**src/rtl/mips_reg_file.sv**
```systemverilog
// 32-entry register file with two operand read ports, one write port, a debug port and a write counter.
// Reads are combinational (zero cycles); a write commits on the rising edge.
// No backpressure: one write is accepted every cycle.
module mips_reg_file #(
    parameter int DATA_W    = 32,
    parameter int ADDR_W    = 5,
    parameter int BYPASS_EN = 1
) (
    input  logic              clk,
    input  logic              rst_n,
    input  logic [ADDR_W-1:0] read_addr_a,
    input  logic [ADDR_W-1:0] read_addr_b,
    output logic [DATA_W-1:0] read_data_a,
    output logic [DATA_W-1:0] read_data_b,
    input  logic              write_en,
    input  logic [ADDR_W-1:0] write_addr,
    input  logic [DATA_W-1:0] write_data,
    input  logic [ADDR_W-1:0] dbg_addr,
    output logic [DATA_W-1:0] dbg_data,
    output logic [15:0]       write_count
);

    localparam int DEPTH = 2 ** ADDR_W;

    logic [DATA_W-1:0] regs_q [DEPTH];
    logic [DATA_W-1:0] regs_d [DEPTH];
    logic [15:0]       write_count_q;
    logic [15:0]       write_count_d;
    logic              commit;
    logic              bypass_a;
    logic              bypass_b;

    // Writes to $zero never land, so entry 0 stays at its reset value of 0.
    assign commit = write_en && (write_addr != '0);

    always_comb begin
        regs_d        = regs_q;
        write_count_d = write_count_q;
        if (commit) begin
            regs_d[write_addr] = write_data;
            write_count_d      = write_count_q + 16'd1;
        end
    end

    always_ff @(posedge clk or negedge rst_n) begin
        if (!rst_n) begin
            for (int i = 0; i < DEPTH; i++) begin
                regs_q[i] <= '0;
            end
            write_count_q <= '0;
        end else begin
            regs_q        <= regs_d;
            write_count_q <= write_count_d;
        end
    end

    assign bypass_a = (BYPASS_EN != 0) && commit && (read_addr_a == write_addr);
    assign bypass_b = (BYPASS_EN != 0) && commit && (read_addr_b == write_addr);

    // Reset gating keeps a pending bypass from leaking write_data while rst_n is low.
    assign read_data_a = (!rst_n || read_addr_a == '0) ? '0 :
                         bypass_a ? write_data : regs_q[read_addr_a];
    assign read_data_b = (!rst_n || read_addr_b == '0) ? '0 :
                         bypass_b ? write_data : regs_q[read_addr_b];
    assign dbg_data    = (!rst_n || dbg_addr == '0) ? '0 : regs_q[dbg_addr];
    assign write_count = write_count_q;

endmodule

```
**config.mk**
```make
export PLATFORM = sky130hd
export DESIGN_NAME = mips_reg_file
export DESIGN_NICKNAME = d
export VERILOG_FILES = /design/src/rtl/mips_reg_file.sv
export SDC_FILE = /design/constraint.sdc
export NUM_CORES = 2
export LEC_CHECK = 0
export CELL_PAD_IN_SITES_DETAIL_PLACEMENT = 0
export CELL_PAD_IN_SITES_GLOBAL_PLACEMENT = 2
export CORE_AREA = 5 5 370 372
export CTS_CLUSTER_SIZE = 40
export DETAILED_ROUTE_END_ITERATION = 7
export DIE_AREA = 0 0 375 377
export PLACE_DENSITY_LB_ADDON = 0.1
export SYNTH_ARGS = -nofsm -noshare
export SYNTH_HDL_FRONTEND = slang
export SYNTH_SLANG_ARGS = --single-unit
```
**constraint.sdc**
```tcl
create_clock -name clk -period 4.6 [get_ports clk]
set_input_delay 0.92 -clock clk [delete_from_list [all_inputs] [get_ports clk]]
set_output_delay 0.92 -clock clk [all_outputs]
set_load 0.02 [all_outputs]
```
== Yosys cells after proc, flatten, opt, wreduce, memory -nomap -nowiden ==
Index checks and enable logic that the tools add are counted.
Operators by class
  reductions and logical operators: 12
  equality and inequality tests: 2
  muxes and demuxes: 17
  order comparisons: 5
  bitwise operators: 4
  add/subtract/negate cells: 1
Operators by type and width (number)
  $bwmux 1024: 1
  $bmux 32 s5: 3
  $mux 32: 12
  $demux 32 s5: 1
  $ge 6x6->1 const B: 4
  $not 5->6: 4
  $add 16x1->16 const B: 1
  $logic_not 5->1: 3
  $eq 5x5->1: 2
  $lt 6x1->1 const B: 1
  $reduce_bool 5->1: 1
  $logic_and 1x1->1: 4
  $logic_or 1x1->1: 3
  $logic_not 1->1: 1
Storage, ports and cells
  flip-flop bits (word level): 1040
  logic and storage cells: 74
  input port bits: 55

== Logic depth before layout (Yosys ltp) ==
  word-level depth: 6
  depth in mapped cells: 9
  mapped depth without buffers: 5

== Worst setup path before layout ==
No wires, ideal clock.
  path type: input to output
  start: input dbg_addr[2]
  end: output dbg_data[11]
  path buffers: 3
  path slack: 853 ps
  arrival time: 2827 ps
  cell stages on the path: 8
  path through: clkbuf_1 -> nand2b_1 -> buf_2 -> buf_1 -> o21a_1 -> o21ai_0 -> a21oi_1 -> o41ai_1
Between the ends
  cells in the longest elaborated chain, start to end: 5
Ends and longest elaborated chain
  from (decl): line 18  | input logic [ADDR_W-1:0] dbg_addr,
  $not 5->6 (implied by the code): line 65  | assign dbg_data = (!rst_n || dbg_addr == '0) ? '0 : regs_q[dbg_addr];
  $bmux 32 s5: line 65
  $mux 32 (implied by the code) (2 in a row): line 65
  $mux 32 (*): line 65
  to (decl): line 19  | output logic [DATA_W-1:0] dbg_data,
Every way passes the cells marked *; elsewhere a longest branch is shown, timed or not. The select of a mux whose other input is x is not followed.

== Worst setup path in the final report ==
  start: input write_addr[4]
  end: output read_data_b[5]
Between the ends
  cells in the longest elaborated chain, start to end: 5
Ends and longest elaborated chain
  from (decl): line 16  | input logic [ADDR_W-1:0] write_addr,
  $reduce_bool 5->1: line 34  | assign commit = write_en && (write_addr != '0);
  $logic_and 1x1->1: line 34
  $logic_and 1x1->1 (*): line 58  | assign bypass_b = (BYPASS_EN != 0) && commit && (read_addr_b == write_addr);
  $mux 32 (*): line 64  | bypass_b ? write_data : regs_q[read_addr_b];
  $mux 32 (*): line 63  | assign read_data_b = (!rst_n || read_addr_b == '0) ? '0 :
  to (decl): line 14  | output logic [DATA_W-1:0] read_data_b,
Every way passes the cells marked *; elsewhere a longest branch is shown, timed or not.

==> metrics.md <==
| Metric | Value |
|---|---|
| Power Dens Cells | `405 mW/mm²` |
| Die Ht | `377 µm` |
| DRT Pass-1 Iters | `5` |
| PortBufs | `166` |
| Pins Over Slew Limit | `0` |
| Pleak | `0.0324 µW` |
| Top post-synthesis cells by area | `dfrtp_1, mux4_2, mux2_2` |
| Core area | `0.133 mm²` |
| TritonCTS sink count | `1,040` |
| Tot Pwr | `30,500 µW` |
| Initial Utilization | `48.6%` |
| Antenna violations before repair | `12` |
| I/O Pins | `167` |
| Period minus WS final | `4580 ps` |
| Yosys top cell area share | `40.3%` |
| RSZ-0062 raised after global routing | `yes` |
| First-pass GRT wire length | `361,000 µm` |
| Row cnt | `134` |
| Worst Setup Path Type | `input port to output port` |
| Fmax | `0.218 GHz` |
| DRT iter0 DRCs | `5,520` |
| Syn avg cell area | `13.4 µm²` |
| Final #Nets | `5,005` |
| Root buffer cell | `clkbuf_16` |
| Crit end category | `output port` |
| RD Place Congestion | `0.868` |
| Drt via density | `7.05` |
| Clock-pin slew on the worst setup and hold paths | `60 ps` |
| Multi-input logic area | `0.0366 mm²` |
| H-tree levels | `3` |
| Vias | `48,100` |
| Status | `finished, final reports clean` |
| Final Setup Violations | `0` |
| Post-Route WL | `252,000 µm` |
| Synth area leader | `dfrtp_1` |
| Slew margin rel. | `22.8%` |
| Post-synth EDFFs | `0` |
| Hpwl dp | `158,000 µm` |
| Area Growth Syn to Fin | `16.6%` |
| Setup Skew | `6.22 ps` |
| Clk_lat worst skew | `740 ps` |
| Largest net degree at the start of global routing | `167` |
| Period utilization | `99.7%` |
| Crit-path max FO | `10` |
| Ys flop type | `dfrtp_1` |
| Asr flop ratio synth | `100%` |
| Actual slew at the worst max-slew pin | `1160 ps` |
| Commonest non-fill, non-tap cells in the layout | `mux2_2, dfrtp_1, mux4_2` |
| Num CTS Buffers | `119` |
| CTS tree | `yes` |
| Synth Net Count | `4,864` |
| Hold crit path type | `input port to asynchronous set/reset pin` |
| WL per Instance | `37.0 µm` |
| YS warnings | `0` |
| Fin. Hold Viols | `0` |
| Mapped cell area | `0.0646 mm²` |
| Vias in the first global route | `48,300` |
| FF+latch area | `0.0260 mm²` |
| Crit path DAT | `3660 ps` |
| Seq/Total Area, Yosys | `40.3%` |
| Most common cell after layout, fill and taps aside | `mux2_2` |
| Mapped Cells | `4,808` |
| Post-route DRC | `0` |
| Maximum Capacitance Violations | `0` |
| Synth unique cells | `50` |
| Die area | `0.141 mm²` |
| Fillcell total | `10,900` |
| Horiz. Die Dim | `375 µm` |
| Reg-to-reg setup timing slack | `2680 ps` |
| Share of cells above drive strength 1 | `47.9%` |
| Synth Register Bits | `1,040` |
| Final antenna-violating net count | `0` |
| Post-Route Utilization | `56.7%` |
| Clk buf depth | `3` |
| Worst Setup Start Kind | `input port` |
| Tot GR Track Use | `35.2%` |
| Worst VDD drop | `302 µV` |
| Critical Path RT | `3680 ps` |
| CTS Hold Bufs | `0` |
| Grt total ovfl | `0` |
where the power goes:
| group | internal [µW] | switching [µW] |
|---|---|---|
| clock network | 6010 | 4110 |
| registers | 10900 | 1700 |
| logic | 4500 | 3320 |
| total | 21400 | 9130 |
state kept, by name, indices dropped and copies added (netlist names):
name	cells
regs_q	1024
write_count	16
metal layers:
layer / wire length, µm / vias up / track usage [%]
li1: - / 19200 / -
met1: 103000 / 25800 / 49.1
met2: 114000 / 2532 / 53.7
met3: 22600 / 596 / 7.76
met4: 13200 / 0 / 15.2
met5: 0 / - / 0
critical path, stage by stage:
cell and delay (ps):
clkdlybuf4s50_1 610, buf_4 230, xnor2_1 120, nand4_1 250, nor4b_4 370, buf_6 210, buf_12 150, a22o_1 180
clkdlybuf4s50_1 610
metrics by stage:
step / setup TNS, ps / cell area (µm²) / worst slack, ps / hold WS (ps) / instances
floorplan: 0 / 64600 / 853 / 462 / 4808
detailed placement: -332 / 71000 / -52.0 / 404 / 6591
CTS: 0 / 75200 / 7.42 / 276 / 6813
global placement: -959 / 71000 / -100 / 397 / 6591
global route: -63.4 / 75300 / -26.9 / 299 / 6818
finish: 0 / 75300 / 15.6 / 317 / 6823
path summary, 6_finish.rpt:
kind / depth (start not counted) / from / endpoint
hold reg to reg: 0 / regs_q[1006]$_DFFE_PN0P_ / regs_q[1006]$_DFFE_PN0P_
setup reg to reg: 5 / write_count[0]$_DFFE_PN0P_ / write_count[12]$_DFFE_PN0P_
hold / removal: 2 / rst_n / regs_q[53]$_DFFE_PN0P_
min in group clk: 0 / regs_q[1006]$_DFFE_PN0P_ / regs_q[1006]$_DFFE_PN0P_
setup / recovery: 9 / write_addr[4] / read_data_b[5]
max in group asynchronous: 4 / rst_n / regs_q[738]$_DFFE_PN0P_
what timing repair did:
item / in CTS / in global routing
gates resized for setup: 7 / 49
endpoints found under the hold margin: 0 / 0
buffers inserted: 1 / 4
pin swaps: 0 / 3
setup endpoints to repair: 11 / 51
layout make-up:
cell class | instances | share of cell area, %
clock inverter | 44 | 0.666
timing repair buffer | 564 | 8.35
antenna | 6 | 0.0199
multi-input combinational | 3223 | 48.6
tap | 1768 | 2.94
clock buffer | 177 | 4.85
sequential | 1040 | 34.5
inverter | 1 | 0.00498
synthesized netlist by cell type (4+ instances only):
| cell | n |
|---|---|
| a211oi_1 | 32 |
| and3_1 | 7 |
| a21oi_1 | 206 |
| a32o_1 | 11 |
| o41ai_1 | 8 |
| mux2_2 | 1127 |
| o21ai_0 | 68 |
| nand4b_1 | 8 |
| nand2_1 | 57 |
| a22oi_1 | 158 |
| o22ai_1 | 129 |
| a22o_1 | 76 |
| nand3_1 | 62 |
| o32ai_1 | 23 |
| nor4_1 | 22 |
| clkbuf_1 | 289 |
| nand2b_1 | 5 |
| nor3_1 | 4 |
| nor2_1 | 216 |
| or3_1 | 4 |
| o21a_1 | 64 |
| xnor2_1 | 24 |
| buf_4 | 18 |
| nand4_1 | 5 |
| a221o_1 | 8 |
| dfrtp_1 | 1040 |
| buf_2 | 165 |
| nand3b_1 | 7 |
| nor2b_1 | 6 |
| nor3b_1 | 22 |
| mux4_2 | 607 |
| mux2i_1 | 231 |
| buf_1 | 71 |
| or2_2 | 4 |
logic make-up after synthesis:
logic type,count (synthesis),share of synthesized area [%]
mux,1965,44.4
flops,1040,40.3
compound gates,796,8.23
buf+inv,545,3.60
simple gates,436,3.14
xor+xnor,25,0.339
fa+ha+maj,1,0.0194
Power figures use the tool's default switching activity.
